**config.mk**
```make
export PLATFORM = sky130hd
export DESIGN_NAME = ballot_unit
export DESIGN_NICKNAME = d
export VERILOG_FILES = /design/src/rtl/ballot_unit.sv
export SDC_FILE = /design/constraint.sdc
export NUM_CORES = 1
export LEC_CHECK = 0
export ABC_CLOCK_PERIOD_IN_PS = 2950
export CAP_MARGIN = 20
export CELL_PAD_IN_SITES_DETAIL_PLACEMENT = 2
export CELL_PAD_IN_SITES_GLOBAL_PLACEMENT = 2
export CORE_ASPECT_RATIO = 1.25
export CORE_UTILIZATION = 25
export DETAILED_ROUTE_END_ITERATION = 8
export PLACE_DENSITY_LB_ADDON = 0.1
export SLEW_MARGIN = 0
export SYNTH_ARGS = -nofsm -noshare
export SYNTH_HDL_FRONTEND = slang
export SYNTH_SLANG_ARGS = --single-unit
```
**constraint.sdc**
```tcl
create_clock -name clk -period 2.95 [get_ports clk]
set_clock_uncertainty 0.15 [all_clocks]
set_input_delay 0.59 -clock clk [delete_from_list [all_inputs] [get_ports clk]]
set_output_delay 0.59 -clock clk [all_outputs]
set_load 0.01 [all_outputs]
```
**src/rtl/ballot_unit.sv**
```systemverilog
// Voter-side ballot unit: arms per issued ballot, debounces three candidate buttons, and emits one clean vote pulse.
// Optional ARMED timeout is built only when BALLOT_UNIT_TIMEOUT_EN is defined.
module ballot_unit #(
    parameter int DB_CYCLES      = 16,
    parameter int PULSE_CYCLES   = 4,
    parameter int GAP_CYCLES     = 20,
    parameter int TIMEOUT_CYCLES = 1024
) (
    input  logic        clk,
    input  logic        rst,
    input  logic        i_ballot_issue,
    input  logic [2:0]  i_btn,
    input  logic        i_close,
    output logic [2:0]  o_vote,
    output logic        o_ready,
    output logic [15:0] o_ballots_cast,
    output logic [7:0]  o_reject_cnt,
    output logic        o_timeout
);

    localparam logic [2:0] ST_IDLE     = 3'd0;
    localparam logic [2:0] ST_ARMED    = 3'd1;
    localparam logic [2:0] ST_DEBOUNCE = 3'd2;
    localparam logic [2:0] ST_PULSE    = 3'd3;
    localparam logic [2:0] ST_GAP      = 3'd4;
    localparam logic [2:0] ST_CLOSED   = 3'd5;

    localparam int CNT_MAX = (DB_CYCLES > PULSE_CYCLES)
                           ? ((DB_CYCLES > GAP_CYCLES) ? DB_CYCLES : GAP_CYCLES)
                           : ((PULSE_CYCLES > GAP_CYCLES) ? PULSE_CYCLES : GAP_CYCLES);
    localparam int CNT_W = $clog2(CNT_MAX) + 1;
    localparam logic [CNT_W-1:0] DB_LAST    = CNT_W'(DB_CYCLES - 1);
    localparam logic [CNT_W-1:0] PULSE_LAST = CNT_W'(PULSE_CYCLES - 1);
    localparam logic [CNT_W-1:0] GAP_LAST   = CNT_W'(GAP_CYCLES - 1);

    logic [2:0]       sync_a, sync_b, s_btn;
    logic [2:0]       state, state_nxt;
    logic [CNT_W-1:0] cnt, cnt_nxt;
    logic [2:0]       code, code_nxt;
    logic             seen, seen_nxt;
    logic             vote_inc, reject_inc;
    logic             multi, onehot;

`ifdef BALLOT_UNIT_TIMEOUT_EN
    localparam int TMO_W = $clog2(TIMEOUT_CYCLES) + 1;
    localparam logic [TMO_W-1:0] TMO_LAST = TMO_W'(TIMEOUT_CYCLES - 1);
    logic [TMO_W-1:0] tmo, tmo_nxt;
    logic             tmo_fire;
`endif

    // Two metastability flops plus a third stage feeding the FSM with a clean s_btn.
    always_ff @(posedge clk or negedge rst) begin
        if (!rst) begin
            sync_a <= '0;
            sync_b <= '0;
            s_btn  <= '0;
        end else begin
            sync_a <= i_btn;
            sync_b <= sync_a;
            s_btn  <= sync_b;
        end
    end

    assign multi  = (s_btn & (s_btn - 3'd1)) != 3'd0;
    assign onehot = (s_btn != 3'd0) && !multi;

    always_comb begin
        state_nxt  = state;
        cnt_nxt    = cnt;
        code_nxt   = code;
        seen_nxt   = 1'b0;
        vote_inc   = 1'b0;
        reject_inc = 1'b0;
`ifdef BALLOT_UNIT_TIMEOUT_EN
        tmo_nxt  = tmo;
        tmo_fire = 1'b0;
`endif
        case (state)
            ST_IDLE: begin
                if (i_close) begin
                    state_nxt = ST_CLOSED;
                end else if (i_ballot_issue) begin
                    state_nxt = ST_ARMED;
`ifdef BALLOT_UNIT_TIMEOUT_EN
                    tmo_nxt = '0;
`endif
                end
            end
            ST_ARMED: begin
                if (i_close) begin
                    state_nxt = ST_CLOSED;
                end else if (onehot) begin
                    code_nxt  = s_btn;
                    cnt_nxt   = '0;
                    state_nxt = ST_DEBOUNCE;
                end else if (multi) begin
                    // seen suppresses recounting while the same multi-press persists
                    reject_inc = !seen;
                    seen_nxt   = 1'b1;
                end else begin
`ifdef BALLOT_UNIT_TIMEOUT_EN
                    if (tmo == TMO_LAST) begin
                        state_nxt = ST_IDLE;
                        tmo_fire  = 1'b1;
                    end else begin
                        tmo_nxt = tmo + 1'b1;
                    end
`endif
                end
            end
            ST_DEBOUNCE: begin
                if (i_close) begin
                    state_nxt = ST_CLOSED;
                end else if (s_btn != code) begin
                    state_nxt = ST_ARMED;
                    cnt_nxt   = '0;
`ifdef BALLOT_UNIT_TIMEOUT_EN
                    tmo_nxt = '0;
`endif
                end else if (cnt == DB_LAST) begin
                    state_nxt = ST_PULSE;
                    cnt_nxt   = '0;
                    vote_inc  = 1'b1;
                end else begin
                    cnt_nxt = cnt + 1'b1;
                end
            end
            ST_PULSE: begin
                if (cnt == PULSE_LAST) begin
                    state_nxt = ST_GAP;
                    cnt_nxt   = '0;
                end else begin
                    cnt_nxt = cnt + 1'b1;
                end
            end
            ST_GAP: begin
                if (cnt != GAP_LAST) begin
                    cnt_nxt = cnt + 1'b1;
                end else if (s_btn == 3'd0) begin
                    state_nxt = i_close ? ST_CLOSED : ST_IDLE;
                end
            end
            ST_CLOSED: begin
                if (!i_close) state_nxt = ST_IDLE;
            end
            default: state_nxt = ST_IDLE;
        endcase
    end

    always_ff @(posedge clk or negedge rst) begin
        if (!rst) begin
            state          <= ST_IDLE;
            cnt            <= '0;
            code           <= '0;
            seen           <= 1'b0;
            o_ready        <= 1'b0;
            o_vote         <= '0;
            o_ballots_cast <= '0;
            o_reject_cnt   <= '0;
        end else begin
            state   <= state_nxt;
            cnt     <= cnt_nxt;
            code    <= code_nxt;
            seen    <= seen_nxt;
            o_ready <= (state_nxt == ST_ARMED) || (state_nxt == ST_DEBOUNCE);
            o_vote  <= (state_nxt == ST_PULSE) ? code_nxt : 3'd0;
            if (vote_inc && (o_ballots_cast != 16'hFFFF)) o_ballots_cast <= o_ballots_cast + 16'd1;
            if (reject_inc && (o_reject_cnt != 8'hFF))    o_reject_cnt   <= o_reject_cnt + 8'd1;
        end
    end

`ifdef BALLOT_UNIT_TIMEOUT_EN
    always_ff @(posedge clk or negedge rst) begin
        if (!rst) begin
            tmo       <= '0;
            o_timeout <= 1'b0;
        end else begin
            tmo       <= tmo_nxt;
            o_timeout <= tmo_fire;
        end
    end
`else
    logic unused_cfg;
    assign unused_cfg = (TIMEOUT_CYCLES > 0);
    assign o_timeout  = 1'b0;
`endif

endmodule

```
# Word-level counts from Yosys, hierarchy flattened
# Index checks and enable logic that the tools add are counted.
[classes] div=0 n_addsub=4 n_reduce_logical=12 n_mul=0 shifts=0 n_mux=37 n_eq_ne=18 n_lt_le_gt_ge=0 n_bitwise=1
[op_table] cell="2-to-1 mux 3 bit" count=16
[op_table] cell="2-to-1 mux 6 bit" count=7
[op_table] cell="case mux 6 bit (4 select lines)" count=1
[op_table] cell="case mux 3 bit (6 select lines)" count=1
[op_table] cell="adder 16 x 1 -> 16 bit (second input constant)" count=1
[op_table] cell="inequality test 16 bit (second input constant)" count=1
[op_table] cell="equality test 3 x 2 -> 1 bit (second input constant)" count=4
[op_table] cell="2-to-1 mux 1 bit" count=12
[op_table] cell="adder 8 x 1 -> 8 bit (second input constant)" count=1
[op_table] cell="inequality test 2 bit (second input constant)" count=4
[op_table] cell="inequality test 8 bit (second input constant)" count=1
[op_table] cell="adder 6 x 1 -> 6 bit (second input constant)" count=1
[op_table] cell="equality test 3 x 1 -> 1 bit (second input constant)" count=2
[op_table] cell="equality test 3 bit (second input constant)" count=2
[op_table] cell="equality test 6 x 2 -> 1 bit (second input constant)" count=1
[op_table] cell="equality test 6 x 4 -> 1 bit (second input constant)" count=1
[op_table] cell="zero test 3 bit" count=2
[op_table] cell="inequality test 6 x 5 -> 1 bit (second input constant)" count=1
[op_table] cell="nonzero test 3 bit" count=2
[op_table] cell="AND reduction 5 bit" count=1
[op_table] cell="nonzero test 4 bit" count=1
[op_table] cell="bitwise AND 3 bit" count=1
[op_table] cell="logical AND 1 bit" count=3
[op_table] cell="inequality test 3 bit" count=1
[op_table] cell="3 further kinds" count=4
[word_totals] latch_bits=0 memories=0 ramBits=0 mem_bits_ro=0 in_bits=7 out_inout_bits=29 reg_bits=50

# Longest topological paths before layout
# Gate-level depths: netlist of run 1.
[depth] word_depth=10 ltp_mapped=7 depth_no_buf=6

# Worst setup path after synthesis of run 1
# Ideal clock, no wire load.
[synth_timing] path_type="input-to-reg" startpoint="input port i_close" endpoint="register o_reject_cnt[1]" stages=5 path_buffers=1 setup_ns=0.125 arrival_ns=2.331 slack_ns=0.345 path_cell_list="buf_6 > or4b_4 > or4_4 > a31oi_4 > mux2_2"
[synth_between] elab_chain_cells=3
[synth_lines] item="start, declared" line="13" rtl="input logic i_close,"
[synth_lines] item="2-to-1 mux 1 bit" line="90" rtl="if (i_close) begin"
[synth_lines] item="2-to-1 mux 1 bit" line="78" rtl="case (state)"
[synth_lines] item="logical AND 1 bit" line="168" rtl="if (reject_inc && (o_reject_cnt != 8'hFF)) o_reject_cnt <= o_reject_cnt + 8'd1;"
[synth_lines] item="end signal, assigned" line="168"
[synth_lines] item="end, declared" line="17" rtl="output logic [7:0] o_reject_cnt,"
# Every way passes these cells.
# A chain may end at the register's enable or synchronous reset.

# Worst setup path in the final report of run 1
# Ends and elaborated chain as after synthesis.

==> impl_metrics.csv, run 1 <==
group,metric,value,unit
run_status,status,"complete, no violations",
synth,synthArstFlopShare,100,%
synth,synth_most_common_cell,"dfrtp_1",
grt,grt_pass1_wl,11200,um
pwr,p_per_area,626,nW/um^2
layout,drive_gt1_share,12.1,%
layout,seqCellArea,1250,sq um
synth,synth-edff-count,0,
pwr,switching_share,31.0,%
floorplan,dieArea,10400,sq um
flow_run,maxCapViolCount,0,
worst_setup_path,r2r_cells,6,
routing,dr_total_vias,1977,
timing,post-route-period-util,94.1,%
worst_setup_path,r2r_setup_slack,410,ps
grt,antenna_found_initial,0,
placed_design,dp.final_hpwl,4750,um
worst_setup_path,cp-start-kind,"input pin",
worst_hold_path,whs_path_depth,0,
synth,synth-seq-cells,50,
placed_design,globalplace.congestion,0.725,
worst_setup_path,required,2980,ps
routing,drtPass1Iterations,4,
floorplan,rows,40,
grt,grt_max_degree,51,
synth,syn_area_per_cell,10.7,sq um
clock_tree,cts_tree,"yes",
worst_setup_path,crit_type,"input pin to flip-flop",
pwr,pwr-share-comb,23.2,%
placed_design,portBuffers,34,
layout,final_core_util,32.8,%
pwr,p_int,1.38,mW
worst_setup_path,worstSetupEndpointType,"flip-flop",
synth,syn_nets,245,
worst_hold_path,min_to,"s_btn[1]",
clock_tree,postCtsSetupRepairBufs,0,
timing,finalMaxSlewViolations,0,
timing,max_freq,360,MHz
layout,fill_cells,1075,
clock_tree,clk_latency,290,ps
routing,vias_per_cell,4.97,
synth,synthTopCellsByCount,"dfrtp_1, xnor2_1, nand2_1, nor2_1, o21ai_0",
worst_hold_path,min_from,"sync_b[1]",
clock_tree,clock_path_buffers,2,
pwr,power_leakage,1.32,nW
worst_hold_path,hold_class,"flip-flop to flip-flop",
floorplan,io-pin-count,36,
layout,diodes,0,
timing,rsz0062_at_grt,"no",
synth,synth_top_area_share,49.9,%
synth,syn_inst,235,
floorplan,die_height,114,um
pwr,p_clk_share,34.1,%
grt,grt_pass1_vias,2160,
layout,multiInputGateArea,1180,sq um
layout,area_growth,26.7,%
timing,post-route-min-period,2780,ps
synth,synth-main-ff-cell,"dfrtp_1",
layout,final_area,3180,sq um
worst_setup_path,reg2reg_from,"cnt[0]",
routing,wire_per_inst,16.5,um
synth,synth_cell_types,54,
worst_setup_path,arrival,2800,ps
worst_setup_path,reg2reg_to,"o_vote[1]",
routing,drc,0,
timing,setup-violations-final,0,
layout,final_nets,281,
clock_tree,cts-resized-gates,0,
routing,final_antenna_net_count,0,
clock_tree,path_clk_slew,70,ps
floorplan,die_x,91.6,um
pwr,power_switching,0.617,mW
worst_setup_path,worstPathMaxFanout,7,
synth,netlist.top_cell.by_area,"dfrtp_1",
timing,hold_viol,0,
timing,worstMarginPinSlew,669,ps
routing,finalWirelength,6550,um
routing,drt_iter0_drc,39,
grt,overflow,0,
synth,yosys-top-cells-area,"dfrtp_1, xnor2_1, xor2_1",
clock_tree,cts_root_buf,"clkbuf_16",
clock_tree,htreeDepth,2,
timing,slew_headroom,55.4,%
grt,track_usage,13.5,%
floorplan,core,9710,sq um
synth,yosysSeqAreaShare,49.9,%
clock_tree,holdBufCountCts,0,
clock_tree,cts.sinks,50,
floorplan,start_util,25.9,%
synth,syn-cell-area,2510,sq um
clock_tree,cts_buffers,5,
pwr,seq_power_share,42.7,%
synth,yosysWarnings,0,
pwr,irDropWorstVdd,0.000214,V
placed_design,dpl-instance-area,3010,sq um
==> placed cells by master, fill, tap and decap left out, types with 7 or more instances in the layout <==
cell type        instances
dfrtp_1                 50
xnor2_1                 17
clkdlybuf4s50_1         33
nand3_1                 12
nand2_1                 13
buf_4                    7
o21ai_0                 13
and3_1                  11
nand4_1                 11
nor2_1                  13
xor2_1                   9
==> critical path: stages <==
cell and delay, ps:
clkdlybuf4s50_1 480, or4b_4 600, or4_4 510, a31oi_4 250, mux2_2 370
==> layout make-up <==
| class | count | share of cell area [%] |
|---|---|---|
| repair buffers | 42 | 12.8 |
| multi-input cells | 169 | 37.1 |
| well taps | 126 | 4.96 |
| inverters | 3 | 0.354 |
| flip-flops and latches | 50 | 39.3 |
| clock inverters | 3 | 1.53 |
| clock buffers | 5 | 3.93 |
==> power by group through the flow <==
stage	combinational, mW	sequential, mW	clock [mW]
after floorplan	0.295	0.839	0
after global placement	0.466	0.861	0
after detailed placement	0.471	0.863	0
after CTS	0.472	0.853	0.712
after global routing	0.521	0.867	0.728
final	0.461	0.851	0.680
==> worst max-delay path by stage <==
stage / start / endpoint / slack [ps] / cells past startpoint
2_1_floorplan: i_close / o_reject_cnt[1] / 340 / 5
3_3_place_gp: i_close / o_ballots_cast[1] / -130 / 6
3_5_place_dp: i_close / o_reject_cnt[1] / -130 / 5
4_1_cts: i_close / o_ballots_cast[1] / 180 / 6
5_1_grt: i_close / o_reject_cnt[2] / 80 / 7
6_report: i_close / o_reject_cnt[1] / 170 / 5
==> state kept, by name, indices dropped and copies added (netlist names) <==
name and flops:
cnt 6, code 3, o_ballots_cast 16, o_ready 1
o_reject_cnt 8, o_vote 3, s_btn 3, seen 1
state 3, sync_a 3, sync_b 3
==> logic make-up (layout without fill, tap and decap cells) <==
family | after synthesis | count (layout) | synth area share [%]
simple gates | 95 | 95 | 22.7
flops | 50 | 50 | 49.9
compound gates | 39 | 39 | 11.3
xor+xnor | 26 | 26 | 9.07
buf+inv | 16 | 53 | 3.19
mux | 5 | 5 | 2.24
fa+ha+maj | 3 | 3 | 1.50
other cells | 1 | 1 | 0.149
==> layer usage <==
layer	track usage (%)	routed length, um	vias up	part of all wire [%]
met4	4.13	80	0	1.2
met3	1.93	177	6	2.7
met2	24.1	3360	27	51
met5	0	0	-	0
met1	16.9	2930	1024	45
li1	-	-	920	-
==> through the flow <==
stage          cells  power (mW)  hold WS, ps  setup WS, ps  TNS, ps
3_5_place_dp     390        1.33          190          -127    -1270
3_3_place_gp     390        1.33          186          -127    -1350
5_1_grt          398        2.12          217          84.3        0
2_1_floorplan    235        1.13          144           345        0
4_1_cts          398        2.04          207           179        0
6_report         398        1.99          203           173        0
Note: power is estimated with default switching activity, not from simulation.
==> run 2: changes to the inputs <==
--- a/config.mk
+++ b/config.mk
@@ -13,6 +13,7 @@
 export CORE_UTILIZATION = 25
 export DETAILED_ROUTE_END_ITERATION = 8
 export PLACE_DENSITY_LB_ADDON = 0.1
+export RECOVER_POWER = 100
 export SLEW_MARGIN = 0
 export SYNTH_ARGS = -nofsm -noshare
 export SYNTH_HDL_FRONTEND = slang
==> impl_metrics.csv, run 2 (synthesis results as in run 1) <==
group,metric,value,unit
floorplan,io-pin-count,36,
grt,grt_pass1_vias,2160,
placed_design,placed_cells,390,
worst_setup_path,required,2980,ps
timing,slew_headroom,13.2,%
worst_setup_path,crit_type,"input pin to flip-flop",
timing,hold_viol,0,
pwr,p_per_area,625,nW/um^2
flow_run,maxCapViolCount,0,
worst_hold_path,whs_path_depth,0,
routing,vias_per_cell,4.96,
timing,finalMaxSlewViolations,0,
layout,largest_registers,"o_ballots_cast: 16 flops, o_reject_cnt: 8 flops, cnt: 6 flops",
pwr,power_leakage,1.41,nW
floorplan,dieArea,10400,sq um
layout,largest-register,"o_ballots_cast",
clock_tree,cts_root_buf,"clkbuf_16",
routing,finalWirelength,6580,um
floorplan,core,9710,sq um
clock_tree,path_clk_slew,70,ps
worst_setup_path,slowest_delay,600,ps
grt,antenna_found_initial,0,
layout,largest_register_ffs,16,
layout,area_growth,26.3,%
worst_setup_path,cp-start-kind,"input pin",
clock_tree,cts_buffers,5,
layout,final_nets,281,
layout,final_core_util,32.7,%
routing,drc,0,
grt,track_usage,13.5,%
worst_setup_path,worstSetupEndpointType,"flip-flop",
clock_tree,cts_tree,"yes",
timing,post-route-period-util,95.1,%
worst_hold_path,hold_class,"flip-flop to flip-flop",
floorplan,die_x,91.6,um
layout,fill_cells,1077,
floorplan,start_util,25.9,%
clock_tree,holdBufCountCts,0,
timing,setup-violations-final,0,
routing,dr_total_vias,1973,
placed_design,portBuffers,34,
worst_setup_path,arrival,2830,ps
routing,drtPass1Iterations,4,
worst_setup_path,worstPathMaxFanout,7,
grt,grt_pass1_wl,11200,um
worst_setup_path,cp_cell_sequence,"clkdlybuf4s50_1 -> or4b_4 -> or4_1 -> a31oi_4 -> mux2_2",
clock_tree,clock_path_buffers,2,
routing,wire_per_inst,16.5,um
layout,final_cell_mix,"dfrtp_1, dlygate4sd3_1, xnor2_1",
floorplan,rows,40,
clock_tree,htreeDepth,2,
layout,diodes,0,
floorplan,die_height,114,um
timing,post-route-min-period,2800,ps
grt,overflow,0,
placed_design,globalplace.congestion,0.725,
placed_design,dp.final_hpwl,4750,um
routing,drt_iter0_drc,42,
layout,multiInputGateArea,1170,sq um
clock_tree,postCtsSetupRepairBufs,0,
layout,final_common_cell,"dfrtp_1",
routing,final_antenna_net_count,0,
clock_tree,cts.sinks,50,
clock_tree,cts-resized-gates,0,
layout,drive_gt1_share,11.4,%
worst_setup_path,critical-path-slowest-cell,"or4b_4",
clock_tree,clk_latency,290,ps
timing,max_freq,357,MHz
timing,rsz0062_at_grt,"no",
run_status,status,"complete, no violations",
worst_setup_path,r2r_cells,6,
layout,instances_no_fill,398,
layout,seqCellArea,1250,sq um
timing,worstMarginPinSlew,1300,ps
pwr,irDropWorstVdd,0.000213,V
grt,grt_max_degree,51,
## run 2: cell type report
cell class	instances	area share, %
well taps	126	4.97
repair buffers	42	12.7
inverters	3	0.355
multi-input cells	169	37.1
clock buffers	5	3.95
flip-flops and latches	50	39.5
clock inverters	3	1.54
## run 2: worst paths after layout
| kind | slack [ps] | to | start |
|---|---|---|---|
| hold reg to reg | 200 | s_btn[1] | sync_b[1] |
| setup / recovery | 150 | o_reject_cnt[1] | i_close |
| hold / removal | 200 | s_btn[1] | sync_b[1] |
| max in group asynchronous | 1350 | o_ballots_cast[15] | rst |
| setup reg to reg | 410 | o_vote[1] | cnt[0] |
| min in group asynchronous | 510 | o_vote[0] | rst |
## run 2: stage by stage
| step | cell area, sq um | hold slack [ps] | worst slack [ps] | total power [mW] | TNS [ps] |
|---|---|---|---|---|---|
| floorplan | 2510 | 144 | 345 | 1.13 | 0 |
| global placement | 3010 | 186 | -127 | 1.33 | -1350 |
| detailed placement | 3010 | 190 | -127 | 1.33 | -1270 |
| CTS | 3180 | 207 | 179 | 2.04 | 0 |
| global route | 3170 | 217 | 43.0 | 2.10 | 0 |
| finish | 3170 | 203 | 145 | 1.98 | 0 |
## run 2: report_power, final
part	switching, mW	total [mW]	internal, mW
Sequential	0.0888	0.849	0.760
Combinational	0.254	0.450	0.196
Clock	0.275	0.681	0.406
## run 2: metal layers
layer | track usage (%) | up-vias | share of wire (%)
met4 | 4.13 | 0 | 1.2
li1 | - | 921 | -
met1 | 16.9 | 1016 | 45
met5 | 0 | - | 0
met3 | 1.93 | 6 | 2.8
met2 | 24.1 | 30 | 51
## run 2: worst max-delay path: cells and delay by family
kind	cells	cell delay [ps]
mux	1	370
compound gates	1	260
simple gates	2	1130
buf+inv	1	480
==> run 3: changes to the inputs <==
--- a/config.mk
+++ b/config.mk
@@ -9,7 +9,7 @@
 export CAP_MARGIN = 20
 export CELL_PAD_IN_SITES_DETAIL_PLACEMENT = 2
 export CELL_PAD_IN_SITES_GLOBAL_PLACEMENT = 2
-export CORE_ASPECT_RATIO = 1.25
+export CORE_ASPECT_RATIO = 0.8
 export CORE_UTILIZATION = 25
 export DETAILED_ROUTE_END_ITERATION = 8
 export PLACE_DENSITY_LB_ADDON = 0.1
==> impl_metrics.csv, run 3 (synthesis results as in run 1) <==
group,metric,value,unit
pwr,fin_total_pwr,1.99,mW
layout,largest_registers,"o_ballots_cast: 16 flops, o_reject_cnt: 8 flops, cnt: 6 flops",
layout,final_core_util,33.0,%
pwr,power_leakage,1.42,nW
floorplan,rows,32,
clock_tree,cts_root_buf,"clkbuf_16",
routing,wire_per_inst,16.0,um
worst_setup_path,worstSetupEndpointType,"flip-flop",
placed_design,portBuffers,34,
routing,drc,0,
placed_design,dp.final_hpwl,4890,um
timing,hold_viol,0,
worst_hold_path,hold_class,"input pin to async pin",
routing,final_antenna_net_count,0,
clock_tree,clock_path_buffers,2,
layout,multiInputGateArea,1170,sq um
timing,finalMaxSlewViolations,0,
pwr,power_switching,0.627,mW
grt,antenna_found_initial,0,
clock_tree,path_clk_slew,80,ps
pwr,irDropWorstVdd,0.000229,V
floorplan,core,9690,sq um
layout,drive_gt1_share,11.1,%
pwr,seq_power_share,43.2,%
layout,seqCellArea,1250,sq um
routing,finalWirelength,6650,um
floorplan,start_util,25.9,%
layout,fill_cells,1076,
routing,drtPass1Iterations,4,
clock_tree,cts_tree,"yes",
pwr,switching_share,31.5,%
placed_design,post-place-ws,-60.8,ps
clock_tree,postCtsSetupRepairBufs,0,
timing,slew_headroom,5.38,%
grt,grt_pass1_wl,11500,um
worst_setup_path,crit_start,"i_close",
routing,vias_per_cell,4.79,
pwr,p_per_area,621,nW/um^2
worst_setup_path,worstPathMaxFanout,4,
worst_setup_path,critical-path-slowest-cell,"or4b_1",
worst_setup_path,required,2980,ps
pwr,p_int,1.36,mW
worst_setup_path,reg2reg_from,"cnt[1]",
timing,max_freq,362,MHz
timing,post-route-min-period,2760,ps
placed_design,globalplace.congestion,0.708,
clock_tree,clk_latency,290,ps
grt,grt_pass1_vias,2137,
timing,post-route-period-util,93.6,%
worst_setup_path,cp_cell_sequence,"clkdlybuf4s50_1 -> or4b_1 -> or4_4 -> a31oi_4 -> clkbuf_1 -> nand4_1 -> xnor2_1",
flow_run,maxCapViolCount,0,
clock_tree,cts.sinks,50,
clock_tree,cts-resized-gates,0,
worst_setup_path,slowest_delay,580,ps
layout,area_growth,27.5,%
timing,rsz0062_at_grt,"no",
layout,final_cell_mix,"dfrtp_1, dlygate4sd3_1, xnor2_1",
floorplan,dieArea,10400,sq um
timing,worstMarginPinSlew,1420,ps
run_status,status,"complete, no violations",
clock_tree,htreeDepth,2,
worst_setup_path,arrival,2790,ps
clock_tree,cts_buffers,5,
layout,largest-register,"o_ballots_cast",
floorplan,die_x,114,um
layout,diodes,0,
pwr,pwr-share-comb,22.0,%
pwr,p_clk_share,34.8,%
grt,track_usage,14.2,%
layout,final_nets,288,
clock_tree,holdBufCountCts,0,
worst_setup_path,crit_type,"input pin to flip-flop",
timing,finalWorstSetupSlack,190,ps
worst_setup_path,cp-start-kind,"input pin",
timing,setup-violations-final,0,
layout,largest_register_ffs,16,
layout,final_common_cell,"dfrtp_1",
floorplan,die_height,91.6,um
floorplan,io-pin-count,36,
grt,overflow,0,
routing,dr_total_vias,1989,
grt,grt_max_degree,27,
routing,drt_iter0_drc,35,
[run 3: worst paths after layout]
| path | to | slack, ps | depth (start not counted) |
|---|---|---|---|
| worst max-delay path | o_reject_cnt[4] | 190 | 7 |
| worst min-delay path | seen | 170 | 1 |
| worst max register to register | o_vote[0] | 370 | 6 |
| worst min register to register | s_btn[2] | 210 | 0 |
| max in group asynchronous | o_ballots_cast[8] | 730 | 2 |
| min in group clk | s_btn[2] | 210 | 0 |
[run 3: final cells by class]
cell class | instances | share of cell area (%)
Sequential cell | 50 | 39.1
Tap cell | 136 | 5.32
Multi-Input combinational cell | 169 | 36.6
Clock inverter | 3 | 1.49
Timing Repair Buffer | 49 | 13.3
Inverter | 3 | 0.352
Clock buffer | 5 | 3.91
[run 3: power groups by stage]
stage	Sequential, mW	Combinational [mW]	Clock (mW)
global placement	0.873	0.454	0
global route	0.874	0.494	0.744
CTS	0.862	0.468	0.715
finish	0.858	0.438	0.691
floorplan	0.839	0.295	0
detailed placement	0.874	0.463	0
[run 3: per-layer routing]
layer	wire, um	GRT usage, %	up-vias
met5	0	0	-
li1	-	-	948
met1	3610	21.4	1013
met2	2820	20.5	24
met3	161	2.97	4
met4	61	3.25	0
[run 3: per-stage QoR]
| step | instances | hold WS [ps] | setup TNS, ps | area (sq um) |
|---|---|---|---|---|
| 2_1_floorplan | 235 | 144 | 0 | 2510 |
| 3_3_place_gp | 407 | 185 | -520 | 3060 |
| 3_5_place_dp | 407 | 191 | -485 | 3060 |
| 4_1_cts | 415 | 39.5 | 0 | 3230 |
| 5_1_grt | 415 | 211 | 0 | 3200 |
| 6_report | 415 | 173 | 0 | 3200 |
[run 3: critical path: cells and delay by family]
kind	cells	cell delay, ps
xor+xnor	1	140
simple gates	3	1240
buf+inv	2	620
compound gates	1	190
